File: src/rtl/vga_timing_pkg.sv
`default_nettype none
// ============================================================================
// Module      : vga_timing_pkg
// Description : 640x480@60 raster constants, sync polarity and colour bars.
// Revision    : 1.0 - initial release
// ============================================================================
package vga_timing_pkg;

    localparam int c_H_ACTIVE = 640;
    localparam int c_H_FP     = 16;
    localparam int c_H_SYNC   = 96;
    localparam int c_H_BP     = 48;
    localparam int c_H_TOTAL  = c_H_ACTIVE + c_H_FP + c_H_SYNC + c_H_BP;

    localparam int c_V_ACTIVE = 480;
    localparam int c_V_FP     = 10;
    localparam int c_V_SYNC   = 2;
    localparam int c_V_BP     = 33;
    localparam int c_V_TOTAL  = c_V_ACTIVE + c_V_FP + c_V_SYNC + c_V_BP;

    localparam logic c_SYNC_POL = 1'b0;

    localparam int         c_BAR_COUNT = 8;
    localparam logic [7:0] c_COMP_ON   = 8'hFF;
    localparam logic [7:0] c_COMP_OFF  = 8'h00;

    // Bar order white, yellow, cyan, green, magenta, red, blue, black falls
    // out of the index bits: g = ~idx[2], r = ~idx[1], b = ~idx[0].
    function automatic logic [23:0] bar_rgb(input logic [2:0] idx);
        logic [7:0] r;
        logic [7:0] g;
        logic [7:0] b;
        r = idx[1] ? c_COMP_OFF : c_COMP_ON;
        g = idx[2] ? c_COMP_OFF : c_COMP_ON;
        b = idx[0] ? c_COMP_OFF : c_COMP_ON;
        return {r, g, b};
    endfunction

endpackage
`default_nettype wire

File: src/rtl/vga_delay_line.sv
`default_nettype none
// ============================================================================
// Module      : vga_delay_line
// Description : WIDTH-bit shift line of DEPTH clocks, DEPTH=0 passes through.
// Revision    : 1.0 - initial release
// ============================================================================
module vga_delay_line #(
    parameter int WIDTH = 1,
    parameter int DEPTH = 1
) (
    input  logic             clk,
    input  logic             rst,
    input  logic [WIDTH-1:0] i_din,
    output logic [WIDTH-1:0] o_dout
);

    generate
        if (DEPTH == 0) begin : g_bypass
            assign o_dout = i_din;
        end else begin : g_shift
            logic [WIDTH-1:0] r_stage [DEPTH];

            always_ff @(posedge clk) begin
                if (rst) begin
                    for (int i = 0; i < DEPTH; i++) begin
                        r_stage[i] <= '0;
                    end
                end else begin
                    r_stage[0] <= i_din;
                    for (int i = 1; i < DEPTH; i++) begin
                        r_stage[i] <= r_stage[i-1];
                    end
                end
            end

            assign o_dout = r_stage[DEPTH-1];
        end
    endgenerate

endmodule
`default_nettype wire

File: src/rtl/vga_scan_timing.sv
`default_nettype none
// ============================================================================
// Module      : vga_scan_timing
// Description : VGA raster generator; re-aligns renderer colour with syncs.
//               Optional VGA_TEST_PATTERN_EN adds test_mode colour bars.
// Revision    : 1.0 - initial release
// ============================================================================
module vga_scan_timing
    import vga_timing_pkg::*;
#(
    parameter int   H_ACTIVE = c_H_ACTIVE,
    parameter int   H_FP     = c_H_FP,
    parameter int   H_SYNC   = c_H_SYNC,
    parameter int   H_BP     = c_H_BP,
    parameter int   V_ACTIVE = c_V_ACTIVE,
    parameter int   V_FP     = c_V_FP,
    parameter int   V_SYNC   = c_V_SYNC,
    parameter int   V_BP     = c_V_BP,
    parameter logic SYNC_POL = c_SYNC_POL,
    parameter int   PIPE_DLY = 1,
    parameter int   TICK_DIV = 1
) (
    input  logic        clk,
    input  logic        rst,
`ifdef VGA_TEST_PATTERN_EN
    input  logic        test_mode,
`endif
    output logic [15:0] x,
    output logic [15:0] y,
    output logic        de_early,
    input  logic [7:0]  r_in,
    input  logic [7:0]  g_in,
    input  logic [7:0]  b_in,
    output logic [7:0]  vga_r,
    output logic [7:0]  vga_g,
    output logic [7:0]  vga_b,
    output logic        vga_hs,
    output logic        vga_vs,
    output logic        vga_de,
    output logic        frame_tick,
    output logic [15:0] frame_cnt
);

    localparam int          c_H_TOT    = H_ACTIVE + H_FP + H_SYNC + H_BP;
    localparam int          c_V_TOT    = V_ACTIVE + V_FP + V_SYNC + V_BP;
    localparam logic [15:0] c_H_LAST   = 16'(c_H_TOT - 1);
    localparam logic [15:0] c_V_LAST   = 16'(c_V_TOT - 1);
    localparam logic [15:0] c_H_ACT    = 16'(H_ACTIVE);
    localparam logic [15:0] c_V_ACT    = 16'(V_ACTIVE);
    localparam logic [15:0] c_HS_START = 16'(H_ACTIVE + H_FP);
    localparam logic [15:0] c_HS_END   = 16'(H_ACTIVE + H_FP + H_SYNC);
    localparam logic [15:0] c_VS_START = 16'(V_ACTIVE + V_FP);
    localparam logic [15:0] c_VS_END   = 16'(V_ACTIVE + V_FP + V_SYNC);
    localparam logic [15:0] c_DIV_LAST = 16'(TICK_DIV - 1);

    generate
        if (PIPE_DLY < 0 || PIPE_DLY > 7 || TICK_DIV < 1) begin : g_param_check
            $error("vga_scan_timing: PIPE_DLY must be 0..7 and TICK_DIV >= 1");
        end
    endgenerate

    logic [15:0] r_h_cnt;
    logic [15:0] r_v_cnt;
    logic [15:0] r_tick_div;
    logic        r_hs_raw;
    logic        r_vs_raw;
    logic        w_vblank_start;
    logic        w_hs_d;
    logic        w_vs_d;
    logic        w_de_d;
    logic [23:0] w_pix;

    always_ff @(posedge clk) begin
        if (rst) begin
            r_h_cnt <= '0;
            r_v_cnt <= '0;
        end else if (r_h_cnt == c_H_LAST) begin
            r_h_cnt <= '0;
            r_v_cnt <= (r_v_cnt == c_V_LAST) ? 16'd0 : r_v_cnt + 16'd1;
        end else begin
            r_h_cnt <= r_h_cnt + 16'd1;
        end
    end

    assign w_vblank_start = (r_h_cnt == 16'd0) && (r_v_cnt == c_V_ACT);

    // Everything that must line up with x/y is registered from the counters
    // in one place, so x, y, de_early, raw syncs and frame_tick share a stage.
    always_ff @(posedge clk) begin
        if (rst) begin
            x          <= '0;
            y          <= '0;
            de_early   <= 1'b0;
            r_hs_raw   <= 1'b0;
            r_vs_raw   <= 1'b0;
            frame_tick <= 1'b0;
            frame_cnt  <= '0;
            r_tick_div <= '0;
        end else begin
            x          <= r_h_cnt;
            y          <= r_v_cnt;
            de_early   <= (r_h_cnt < c_H_ACT) && (r_v_cnt < c_V_ACT);
            r_hs_raw   <= (r_h_cnt >= c_HS_START) && (r_h_cnt < c_HS_END);
            r_vs_raw   <= (r_v_cnt >= c_VS_START) && (r_v_cnt < c_VS_END);
            frame_tick <= w_vblank_start && (r_tick_div == 16'd0);
            if (w_vblank_start) begin
                frame_cnt  <= frame_cnt + 16'd1;
                r_tick_div <= (r_tick_div == c_DIV_LAST) ? 16'd0 : r_tick_div + 16'd1;
            end
        end
    end

    vga_delay_line #(
        .WIDTH (3),
        .DEPTH (PIPE_DLY)
    ) u_ctrl_dly (
        .clk    (clk),
        .rst    (rst),
        .i_din  ({r_hs_raw, r_vs_raw, de_early}),
        .o_dout ({w_hs_d, w_vs_d, w_de_d})
    );

`ifdef VGA_TEST_PATTERN_EN
    localparam int c_BAR_W = H_ACTIVE / c_BAR_COUNT;

    logic [9:0] w_x_d;
    logic [2:0] w_bar_idx;

    vga_delay_line #(
        .WIDTH (10),
        .DEPTH (PIPE_DLY)
    ) u_x_dly (
        .clk    (clk),
        .rst    (rst),
        .i_din  (x[9:0]),
        .o_dout (w_x_d)
    );

    assign w_bar_idx = 3'(w_x_d / 10'(c_BAR_W));
    assign w_pix     = test_mode ? bar_rgb(w_bar_idx) : {r_in, g_in, b_in};
`else
    assign w_pix = {r_in, g_in, b_in};
`endif

    always_ff @(posedge clk) begin
        if (rst) begin
            vga_r  <= '0;
            vga_g  <= '0;
            vga_b  <= '0;
            vga_de <= 1'b0;
            vga_hs <= ~SYNC_POL;
            vga_vs <= ~SYNC_POL;
        end else begin
            {vga_r, vga_g, vga_b} <= w_de_d ? w_pix : 24'd0;
            vga_de <= w_de_d;
            vga_hs <= w_hs_d ? SYNC_POL : ~SYNC_POL;
            vga_vs <= w_vs_d ? SYNC_POL : ~SYNC_POL;
        end
    end

endmodule
`default_nettype wire

File: config.mk
export PLATFORM = sky130hd
export DESIGN_NAME = vga_scan_timing
export DESIGN_NICKNAME = d
export VERILOG_FILES = /design/src/rtl/vga_timing_pkg.sv /design/src/rtl/vga_delay_line.sv /design/src/rtl/vga_scan_timing.sv
export SDC_FILE = /design/constraint.sdc
export NUM_CORES = 1
export LEC_CHECK = 0
export CAP_MARGIN = 5
export CORE_MARGIN = 2
export CORE_UTILIZATION = 46
export DETAILED_ROUTE_END_ITERATION = 8
export DONT_BUFFER_PORTS = 1
export SYNTH_ARGS = -nofsm -noshare
export SYNTH_HDL_FRONTEND = slang
export SYNTH_SLANG_ARGS = --single-unit
export TNS_END_PERCENT = 30
File: constraint.sdc
create_clock -name clk -period 2.6 [get_ports clk]
set_input_delay 0.26 -clock clk [delete_from_list [all_inputs] [get_ports clk]]
set_output_delay 0.26 -clock clk [all_outputs]
set_load 0.01 [all_outputs]
==> PnR_summary.wiki <==
{| class="wikitable"
! Metric !! Value
|-
| Result of the run || complete, but fails checks
|-
| Failing checks || negative setup slack
|-
| Post-synth top area share || approximately half
|-
| Post-detailed-route wirelength per cell || approximately 15 um
|-
| Number of antenna violations at the first check in global routing || 0
|-
| Number of placed instances, taps included || roughly 700
|-
| Worst hold path stage count || 2
|-
| Total die area || around 12000 um2
|-
| Achievable clock frequency || 375 MHz
|-
| Aggregate global-route resource usage || 21.0%
|-
| Final critical-path share of the clock period || 103%
|-
| Cells after Synth || approximately 550
|-
| Power spent charging and discharging nets || roughly 0.94 mW
|-
| Gate power share || under 10%
|-
| Antenna-violating nets left || 0
|-
| Core Area || between 10000 and 15000 um2
|-
| Maximum VDD drop || 0.353 mV
|-
| Pin count of the biggest net entering global routing || 47
|-
| Area leader, netlist || sky130_fd_sc_hd__dfxtp_1
|-
| Synthesis-to-finish area growth || 34.2%
|-
| XOR/XNOR Fraction of Synth Area || between 5 and 6%
|-
| Clk pwr share || a little under three fifths
|-
| Post-route setup TNS || -0.0766 ns
|-
| Sequential group share of total power || between 40% and 50%
|-
| Hold WS || 0.0282 ns
|-
| Net count after synthesis || ~580
|-
| Actual transition at the worst max-transition pin || 0.588 ns
|-
| X dimension of the die || 108 um
|-
| Largest cells by area after synthesis || sky130_fd_sc_hd__dfxtp_1 (52%), sky130_fd_sc_hd__nor2b_1 (4.4%), sky130_fd_sc_hd__nor2_1 (4.2%), sky130_fd_sc_hd__and2_1 (3.4%), sky130_fd_sc_hd__xnor2_1 (3.0%)
|-
| Setup violators final || 2
|-
| Flop and latch count out of synthesis || 130
|-
| Hold-critical path endpoint || frame_cnt[6]$_SDFFE_PP0P_
|-
| Total DRC errors in the routed layout || 0
|-
| Height of the chip || roughly 110 um
|-
| Mux contribution to synthesized area || less than 1%
|-
| Worst rel slew slack || between 60% and 70%
|-
| Hold violation total from the final report || 0
|-
| RSZ-0062 raised after global routing || true
|-
| Sink count of the clock tree || 130
|-
| Inserted Diodes || 0
|-
| Insertion delay to the later sink of the worst-skew pair || between 0.5 and 0.6 ns
|-
| Cell Rows || 38
|-
| Unique cell type count in the Yosys netlist || 43
|-
| Final slew viol count || 0
|-
| CTS tree || built
|-
| Initial detailed-routing violation count || 204
|-
| Number of standard cells in the final layout excluding fillers || slightly below 800
|-
| Initial Util || 46.7%
|-
| Logic depth of the worst register-to-register path || 5
|-
| Global-route wire length before repair || roughly 19000 um
|-
| Nature of the critical path startpoint || flop
|-
| Beginning of the worst register-to-register path || r_v_cnt[10]$_SDFFE_PP0P_
|-
| Arithmetic-cell share of the synthesized area counting full adders, half adders and majority gates || roughly 1.7%
|-
| Part of the Yosys area used for sequential elements || between 50% and 60%
|-
| Root buffer cell || sky130_fd_sc_hd__clkbuf_8
|-
| Count of warnings emitted by yosys || 0
|-
| Leak || about 2.6 nW
|-
| Average cell area after synthesis || about 9.2 um2
|-
| Required @ worst endpoint || between 3 and 4 ns
|-
| Layout cells sized above 1 || roughly an eighth
|-
| FF-to-FF setup slack || -0.07 ns
|-
| Pwr per Cell Area || 712 nW/um2
|-
| Most frequent cells in the layout || sky130_fd_sc_hd__dfxtp_1 (129), sky130_fd_sc_hd__dlygate4sd3_1 (67), sky130_fd_sc_hd__nor2_1 (56)
|-
| Critical hold path startpoint || rst
|-
| Class of the most critical setup path || flop to flop
|-
| Most common library cell in the layout ignoring fill and taps || sky130_fd_sc_hd__dfxtp_1
|-
| DP HPWL || ~7300 um
|-
| Vias in the first global route || a little over 4k
|-
| Largest fanout on the critical path || 11
|-
| Combinational family with the most area after synthesis || simple AND/OR/NAND/NOR gates
|-
| Total overflow reported by the global router || 0
|-
| Minimum clock period || about 2.7 ns
|-
| Data arrival at the endpoint of the critical path || approximately 3.1 ns
|-
| Post-CTS clock slew at the launch and capture registers of the worst setup and hold paths || 0.06 ns
|-
| Vias || ~4.2k
|-
| FFs w/ async S/R, synth || 0%
|-
| Switching share of power || around a fifth
|-
| Ports placed on the boundary || 103
|-
| Pre-Repair DR Iteration Count || 4
|-
| Buffers on Ports || 0
|-
| Post-synthesis simple-gate area fraction || 30.5%
|-
| Fin worst setup slack || -0.0660 ns
|-
| Avg Vias per Cell || 5.29
|-
| Class of the most critical hold timing path || input port to flop
|-
| Max-Cap Viols || 0
|-
| Final WL || around 12000 um
|-
| H-tree depth reported by CTS || 4
|-
| Worst clock skew on the final layout || approximately 0.0076 ns
|-
| Worst Setup End Kind || flop
|-
| RD Place Congestion || roughly 0.8
|-
| Top flip-flop cell by instance count after synthesis || sky130_fd_sc_hd__dfxtp_1
|-
| Number of synthesized flops with an enable pin || 0
|-
| Mapped cell area || 5020 um2
|-
| Synthesized-area fraction occupied by ao, oa, aoi and oai cells || 6.98%
|-
| Internal Dissipation || roughly 3.9 mW
|-
| Number of buffers inserted during clock tree synthesis || 17
|-
| Fin nets || between 600 and 700
|-
| Number of buffers on the longest clock path || 2
|-
| Crit Reg-Reg Endpoint || r_tick_div[9]$_SDFFE_PP0P_
|}
[worst max-delay path, stage by stage (launching register included)]
cell and delay, ns:
sky130_fd_sc_hd__dfxtp_2 0.32, sky130_fd_sc_hd__or4_4 0.53, sky130_fd_sc_hd__or4b_4 0.57, sky130_fd_sc_hd__or4_4 0.50
sky130_fd_sc_hd__or4_1 0.52, sky130_fd_sc_hd__a21oi_1 0.15
[how the worst max path moves through the flow]
stage | cells past startpoint | end | startpoint | slack, ns
global route | 5 | r_tick_div[9]$_SDFFE_PP0P_ | r_v_cnt[10]$_SDFFE_PP0P_ | -0.10
finish | 5 | r_tick_div[9]$_SDFFE_PP0P_ | r_v_cnt[10]$_SDFFE_PP0P_ | -0.07
floorplan | 7 | r_tick_div[5]$_SDFFE_PP0P_ | r_v_cnt[10]$_SDFFE_PP0P_ | -0.1
detailed placement | 5 | r_tick_div[9]$_SDFFE_PP0P_ | r_v_cnt[10]$_SDFFE_PP0P_ | -0.09
global placement | 5 | r_tick_div[9]$_SDFFE_PP0P_ | r_v_cnt[10]$_SDFFE_PP0P_ | -0.05
CTS | 5 | r_tick_div[9]$_SDFFE_PP0P_ | r_v_cnt[10]$_SDFFE_PP0P_ | -0.06
[power groups by stage]
stage	Combinational (mW)	Sequential [mW]	Clock, mW
detailed placement	0.0476	2.08	0
global placement	0.0462	2.08	0
finish	0.0984	2.03	2.66
floorplan	0.0502	2.07	0
CTS	0.0956	2.03	2.71
global route	0.108	2.03	2.79
[Yosys cell counts, drive strengths merged, types with 4 or more instances]
cell type / number
a21oi: 29
and2: 27
and3: 9
and4: 7
buf: 4
clkbuf: 24
dfxtp: 130
ha: 7
inv: 13
nand2: 28
nand3: 28
nand4: 11
nor2: 56
nor2b: 35
nor3: 10
nor4: 17
o21ai: 21
o31ai: 7
or3: 15
or4: 15
xnor2: 17
xor2: 12
[through the flow]
step	instance area, um2	total power, mW	worst slack, ns	utilization, %
after CTS	6680	4.83	-0.0622	62.1
after detailed placement	5320	2.12	-0.0948	49.5
after floorplan	5040	2.12	-0.0983	-
final	6730	4.79	-0.0660	62.7
after global placement	5320	2.12	-0.0482	49.5
after global routing	6730	4.93	-0.103	62.7
[sequential cells by signal, indices dropped and copies added, names as in the netlist, 16 cells and up]
name and count:
frame_cnt 16, r_v_cnt 16, r_h_cnt 16, x 16, y 16, r_tick_div 16
[cell families (layout without fill, tap and decap cells)]
logic type	Yosys count	in the layout
adder cells (fa/ha/maj)	7	7
buffers and inverters	41	146
flip-flops	130	130
AND/OR/NAND/NOR	273	273
AO/OA/AOI/OAI	63	63
XOR/XNOR	29	29
multiplexers	3	3
[final cells by class]
class                           instances  area [um2]
Multi-Input combinational cell        375        2300
Fill cell                             918        4010
Inverter                               13        48.8
Timing Repair Buffer                  101         946
Sequential cell                       130        2600
Clock inverter                         12         229
Tap cell                              140         175
Clock buffer                           20         435
[layer usage]
layer / GRT usage, % / vias to the layer above / part of all wire [%]
li1: - / 2090 / -
met1: 25.2 / 1982 / 44
met2: 34.8 / 92 / 48
met3: 6.57 / 23 / 5.3
met4: 8.70 / 0 / 2.1
met5: 0 / - / 0
[what timing repair did]
action / 4_1_cts / 5_1_grt
hold buffers: 68 / 0
setup endpoints to repair: 14 / 23
setup buffers: 0 / 1
endpoints found under the hold margin: 102 / 0
pin swaps: 0 / 8
resized for setup: 1 / 16
cloned: 0 / 0
Power figures use the tool's default switching activity.
